[src/rtl/uart_cmd_rx.sv]
// uart_cmd_rx: 16x-oversampling UART byte receiver that splits each good byte
// into an address/data command held under a valid/ack handshake.
// Optional parity bit compiled in with `define UART_CMD_RX_PARITY_EN.
module uart_cmd_rx #(
   parameter int CLKS_PER_TICK = 326,
   parameter int ADDR_W        = 4,
   parameter int DATA_W        = 4,
   parameter bit PARITY_ODD    = 1'b0
) (
   input  logic              clk,
   input  logic              rst,
   input  logic              Rx,
   input  logic              wr_ack,
   output logic              wr_valid,
   output logic [ADDR_W-1:0] wr_addr,
   output logic [DATA_W-1:0] wr_data,
   output logic              frame_valid,
   output logic [8:0]        frame_data,
   output logic [2:0]        err_status
);

   generate
      if (ADDR_W + DATA_W != 8) begin : g_bad_split
         $error("uart_cmd_rx: ADDR_W + DATA_W must equal 8");
      end
      if (CLKS_PER_TICK < 2 || CLKS_PER_TICK > 65535) begin : g_bad_tick
         $error("uart_cmd_rx: CLKS_PER_TICK must be within 2..65535");
      end
   endgenerate

   localparam logic [15:0] TICK_MAX = 16'(CLKS_PER_TICK - 1);

   typedef enum logic [2:0] {
      IDLE,
      START,
      DATA,
`ifdef UART_CMD_RX_PARITY_EN
      PARITY,
`endif
      STOP
   } state_t;

   state_t      state;
   logic        rx_meta;
   logic        rx_sync;
   logic        rx_prev;
   logic [15:0] tick_cnt;
   logic        tick;
   logic [3:0]  phase;
   logic [2:0]  bit_idx;
   logic [7:0]  shift_reg;
   logic        stop_wait;
   logic        framing_err;
   logic        overrun;
   logic        fall;
`ifdef UART_CMD_RX_PARITY_EN
   logic        par_bit;
   logic        par_bad;
   logic        parity_err;
`endif

   assign tick = (tick_cnt == TICK_MAX);
   assign fall = rx_prev & ~rx_sync;

`ifdef UART_CMD_RX_PARITY_EN
   assign err_status = {overrun, parity_err, framing_err};
`else
   assign err_status = {overrun, 1'b0, framing_err};
`endif

   // Bring the asynchronous line into the clock domain and keep one extra stage for edge detection.
   always_ff @(posedge clk) begin
      if (rst) begin
         rx_meta <= 1'b1;
         rx_sync <= 1'b1;
         rx_prev <= 1'b1;
      end else begin
         rx_meta <= Rx;
         rx_sync <= rx_meta;
         rx_prev <= rx_sync;
      end
   end

   // Free-running oversample tick generator.
   always_ff @(posedge clk) begin
      if (rst) begin
         tick_cnt <= '0;
      end else if (tick) begin
         tick_cnt <= '0;
      end else begin
         tick_cnt <= tick_cnt + 16'd1;
      end
   end

   // Receive FSM together with the command handshake, sticky errors and debug frame capture.
   always_ff @(posedge clk) begin
      if (rst) begin
         state       <= IDLE;
         phase       <= '0;
         bit_idx     <= '0;
         shift_reg   <= '0;
         stop_wait   <= 1'b0;
         framing_err <= 1'b0;
         overrun     <= 1'b0;
         frame_valid <= 1'b0;
         frame_data  <= '0;
         wr_valid    <= 1'b0;
         wr_addr     <= '0;
         wr_data     <= '0;
`ifdef UART_CMD_RX_PARITY_EN
         par_bit     <= 1'b0;
         par_bad     <= 1'b0;
         parity_err  <= 1'b0;
`endif
      end else begin
         frame_valid <= 1'b0;
         if (wr_valid && wr_ack) begin
            wr_valid <= 1'b0;
         end
         case (state)
            IDLE: begin
               if (fall) begin
                  state     <= START;
                  phase     <= '0;
                  stop_wait <= 1'b0;
`ifdef UART_CMD_RX_PARITY_EN
                  par_bad   <= 1'b0;
`endif
               end
            end
            START: begin
               if (tick) begin
                  if (phase == 4'd7) begin
                     phase   <= '0;
                     bit_idx <= '0;
                     state   <= rx_sync ? IDLE : DATA;
                  end else begin
                     phase <= phase + 4'd1;
                  end
               end
            end
            DATA: begin
               if (tick) begin
                  if (phase == 4'd15) begin
                     phase     <= '0;
                     shift_reg <= {rx_sync, shift_reg[7:1]};
                     bit_idx   <= bit_idx + 3'd1;
                     if (bit_idx == 3'd7) begin
`ifdef UART_CMD_RX_PARITY_EN
                        state <= PARITY;
`else
                        state <= STOP;
`endif
                     end
                  end else begin
                     phase <= phase + 4'd1;
                  end
               end
            end
`ifdef UART_CMD_RX_PARITY_EN
            PARITY: begin
               if (tick) begin
                  if (phase == 4'd15) begin
                     phase   <= '0;
                     par_bit <= rx_sync;
                     state   <= STOP;
                     if ((^shift_reg ^ rx_sync) != PARITY_ODD) begin
                        parity_err <= 1'b1;
                        par_bad    <= 1'b1;
                     end
                  end else begin
                     phase <= phase + 4'd1;
                  end
               end
            end
`endif
            STOP: begin
               if (stop_wait) begin
                  if (rx_sync) begin
                     state <= IDLE;
                  end
               end else if (tick) begin
                  if (phase == 4'd15) begin
                     phase <= '0;
                     if (!rx_sync) begin
                        framing_err <= 1'b1;
                        stop_wait   <= 1'b1;
                     end else begin
                        state <= IDLE;
`ifdef UART_CMD_RX_PARITY_EN
                        if (!par_bad) begin
                           frame_valid <= 1'b1;
                           frame_data  <= {par_bit, shift_reg};
`else
                        begin
                           frame_valid <= 1'b1;
                           frame_data  <= {1'b0, shift_reg};
`endif
                           if (!wr_valid || wr_ack) begin
                              wr_valid <= 1'b1;
                              wr_addr  <= shift_reg[7:DATA_W];
                              wr_data  <= shift_reg[DATA_W-1:0];
                           end else begin
                              overrun <= 1'b1;
                           end
                        end
                     end
                  end else begin
                     phase <= phase + 4'd1;
                  end
               end
            end
            default: state <= IDLE;
         endcase
      end
   end

endmodule

[config.mk]
export PLATFORM = sky130hd
export DESIGN_NAME = uart_cmd_rx
export DESIGN_NICKNAME = d
export VERILOG_FILES = /design/src/rtl/uart_cmd_rx.sv
export SDC_FILE = /design/constraint.sdc
export NUM_CORES = 1
export LEC_CHECK = 0
export ABC_AREA = 1
export CORE_AREA = 5 5 77 79
export DETAILED_ROUTE_END_ITERATION = 10
export DIE_AREA = 0 0 82 84
export GPL_ROUTABILITY_DRIVEN = 0
export PLACE_DENSITY = 0.73
export SYNTH_ARGS = -nofsm -noshare
export SYNTH_HDL_FRONTEND = slang
export SYNTH_SLANG_ARGS = --single-unit
[constraint.sdc]
create_clock -name clk -period 2.05 [get_ports clk]
set_input_delay 0.41 -clock clk [delete_from_list [all_inputs] [get_ports clk]]
set_output_delay 0.41 -clock clk [all_outputs]
set_load 0.03 [all_outputs]
==> impl_metrics.prom <==
# TYPE chip_impl_metric gauge
chip_impl_info{name="outcome",value="finished, final reports clean"} 1
chip_impl_metric{name="route.detailed.drc",unit=""} 0
chip_impl_metric{name="floorplan.initialDensity",unit="%"} 53.7
chip_impl_metric{name="cts-hold-fix-buffers",unit=""} 0
chip_impl_info{name="path_class",value="flip-flop to output port"} 1
chip_impl_metric{name="largest_reg_flops",unit=""} 16
chip_impl_metric{name="p_leak",unit="nW"} 1.40
chip_impl_metric{name="insertion_delay",unit="ns"} 0.33
chip_impl_metric{name="timing.max_cap.violations",unit=""} 0
chip_impl_metric{name="dieArea",unit="µm²"} 6890
chip_impl_metric{name="globalRouteOverflowTotal",unit=""} 0
chip_impl_metric{name="fp-row-count",unit=""} 27
chip_impl_info{name="cpMaxStageDelayCell",value="sky130_fd_sc_hd__clkdlybuf4s50_1"} 1
chip_impl_metric{name="powerDensity",unit="nW/µm²"} 921
chip_impl_metric{name="multi_input_area",unit="µm²"} 1370
chip_impl_metric{name="dr.first_iter.drc_count",unit=""} 174
chip_impl_metric{name="drv_slew",unit=""} 0
chip_impl_info{name="tritoncts",value="built"} 1
chip_impl_metric{name="initial_antenna_violation_count",unit=""} 0
chip_impl_metric{name="fmaxAchievable",unit="GHz"} 0.563
chip_impl_metric{name="drt_pre_antenna_iters",unit=""} 4
chip_impl_info{name="critPathTopFamily",value="buffers and inverters"} 1
chip_impl_info{name="clock-root-buffer",value="sky130_fd_sc_hd__clkbuf_8"} 1
chip_impl_info{name="grt_setup_unrepaired",value="false"} 1
chip_impl_info{name="timing.critical_path.to_type",value="output port"} 1
chip_impl_metric{name="post-cts-setup-buffer-count",unit=""} 0
chip_impl_metric{name="netlist_instances",unit=""} 402
chip_impl_metric{name="worstPathBufferInverterCount",unit=""} 1
chip_impl_info{name="startpoint_type",value="flip-flop"} 1
chip_impl_metric{name="synth_seq_area_share",unit="%"} 40.3
chip_impl_metric{name="ant_cells",unit=""} 0
chip_impl_metric{name="core_area",unit="µm²"} 5270
chip_impl_metric{name="critical_path_arrival",unit="ns"} 1.37
chip_impl_metric{name="port_buffers",unit=""} 23
chip_impl_metric{name="clkSinkCount",unit=""} 57
chip_impl_metric{name="vias_post_dr",unit=""} 2467
chip_impl_metric{name="cp_slowest_stage_delay",unit="ns"} 0.69
chip_impl_metric{name="numCtsBuffers",unit=""} 9
chip_impl_metric{name="flip_flop_and_latch_count_after_synthesis",unit=""} 57
chip_impl_metric{name="die_width",unit="µm"} 82
chip_impl_metric{name="dp_hpwl",unit="µm"} 4190
chip_impl_metric{name="layout.filler_cells",unit=""} 503
chip_impl_metric{name="finalNetCount",unit=""} 443
chip_impl_metric{name="die_h",unit="µm"} 84
chip_impl_metric{name="report.final.hold_viol_count",unit=""} 0
chip_impl_metric{name="cts-root-to-sink-buffers",unit=""} 2
chip_impl_metric{name="ys_types",unit=""} 36
chip_impl_metric{name="final_layout_size_suffix_gt1_share",unit="%"} 9.98
chip_impl_metric{name="post_drt_wl_per_cell",unit="µm"} 11.1
chip_impl_metric{name="detail-route-antenna-nets",unit=""} 0
chip_impl_metric{name="grt_start_max_net_pins",unit=""} 26
chip_impl_metric{name="synthesis.area",unit="µm²"} 2830
chip_impl_metric{name="finalSetupViolations",unit=""} 0
chip_impl_metric{name="clk_pin_slew_worst_paths",unit="ns"} 0.06
chip_impl_metric{name="final.min_clock_period",unit="ns"} 1.78
chip_impl_metric{name="synthesis.yosys.warnings",unit=""} 0
chip_impl_metric{name="finalCritPeriodShare",unit="%"} 86.7
chip_impl_metric{name="grt_pass1_wl",unit="µm"} 10100
chip_impl_metric{name="global_route_usage_sum",unit="%"} 18.7
chip_impl_metric{name="post_drt_via_cell_ratio",unit=""} 4.90
chip_impl_info{name="cell_by_cell_listing_of_the_critical_path",value="clkdlybuf4s50_1"} 1
chip_impl_metric{name="worst_ep_required_time",unit="ns"} 1.64
chip_impl_metric{name="via_count_of_the_first_global_routing_pass",unit=""} 2356
chip_impl_metric{name="ir_worst_vdd",unit="V"} 0.000570
chip_impl_metric{name="critPathMaxFanout",unit=""} 2
chip_impl_metric{name="areaGrowthSynthToFinish",unit="%"} 17.4
chip_impl_info{name="timing.hold.worst.class",value="flip-flop to flip-flop"} 1
chip_impl_metric{name="hold_ws",unit="ns"} 0.407
chip_impl_metric{name="io_pins",unit=""} 26
chip_impl_metric{name="h_tree_levels",unit=""} 3
chip_impl_metric{name="seqCellArea",unit="µm²"} 1140
chip_impl_metric{name="setup_total_negative_slack",unit="ns"} 0
chip_impl_metric{name="syn-mean-instance-area",unit="µm²"} 7.04
chip_impl_metric{name="totalWireLength",unit="µm"} 5590
chip_impl_metric{name="clock_skew",unit="ns"} 0.00636
chip_impl_metric{name="postCtsResizedCells",unit=""} 0
[kinds of logic after synthesis]
family / synth area share (%)
AND/OR/NAND/NOR: 32.6
adder cells (fa/ha/maj): 4.87
AO/OA/AOI/OAI: 10.3
buffers and inverters: 11.4
other: 0.133
XOR/XNOR: 0.310
flip-flops: 40.3
[cells in the mapped netlist, drive strengths merged]
library cell	n	area (µm²)
nand2	85	329
nor2	66	278
inv	59	221
dfxtp	57	1140
a21oi	28	148
nand3	19	118
o21ai	19	95.1
nand4	15	93.8
buf	11	78.8
ha	11	138
nor3	11	65.1
clkbuf	4	15.0
a31oi	2	12.5
and3	2	12.5
clkinv	2	7.51
o31ai	2	15.0
or2	2	12.5
and2	1	6.26
conb	1	3.75
nor3b	1	7.51
o211ai	1	7.51
o21a	1	7.51
o21bai	1	7.51
xor2	1	8.76
[routing by layer]
metal | track usage, % | part of all wire, % | wire (µm)
met2 | 29.9 | 47 | 2640
met1 | 22.4 | 46 | 2600
met5 | 0 | 0 | 0
met3 | 3.67 | 3.7 | 208
met4 | 11.5 | 2.5 | 141
[per-stage QoR]
stage | worst slack (ns) | total power, mW | util (%) | cells | cell area (µm²)
finish | 0.272 | 3.06 | 63.0 | 503 | 3320
global route | 0.0876 | 3.26 | 63.0 | 503 | 3320
CTS | 0.243 | 3.08 | 63.0 | 503 | 3320
floorplan | 0.467 | 1.78 | - | 403 | 2830
detailed placement | 0.306 | 1.92 | 58.9 | 489 | 3100
global placement | 0.333 | 1.91 | 58.9 | 489 | 3100
[final timing paths]
path / start / endpoint / slack [ns] / cells past startpoint
max: overrun / err_status[2] / 0.27 / 1
min: rx_meta / rx_sync / 0.41 / 1
max reg2reg: state[0] / state[0] / 0.28 / 9
min reg2reg: rx_meta / rx_sync / 0.41 / 1
[report_power, final]
part	switching, mW	leakage (nW)	total [mW]	internal [mW]
sequential	0.0546	0.461	1.23	1.17
combinational	0.448	0.829	0.680	0.232
clock	0.417	0.111	1.15	0.735
[final cells by class]
type	instances	area share (%)
Sequential cell	57	34.4
Clock inverter	3	1.96
Inverter	61	6.90
Multi-Input combinational cell	270	41.2
Clock buffer	11	4.56
Tap cell	72	2.71
Timing Repair Buffer	29	8.29
[cell usage in the layout (no fill, tap or decap), drive strengths merged]
| cell type | count |
|---|---|
| nand3 | 19 |
| clkbuf | 11 |
| o21a | 1 |
| or2 | 2 |
| nand2 | 85 |
| o31ai | 2 |
| bufinv | 2 |
| and2 | 1 |
| o211ai | 1 |
| inv | 59 |
| dfxtp | 57 |
| a21oi | 28 |
| conb | 2 |
| nor3 | 11 |
| clkinv | 3 |
| nor3b | 1 |
| ha | 11 |
| clkdlybuf4s50 | 23 |
| buf | 6 |
| nor2 | 66 |
| and3 | 2 |
| xor2 | 1 |
| nand4 | 15 |
| a31oi | 2 |
| o21ai | 19 |
| o21bai | 1 |
No activity file was read; power rests on OpenSTA's default activity.
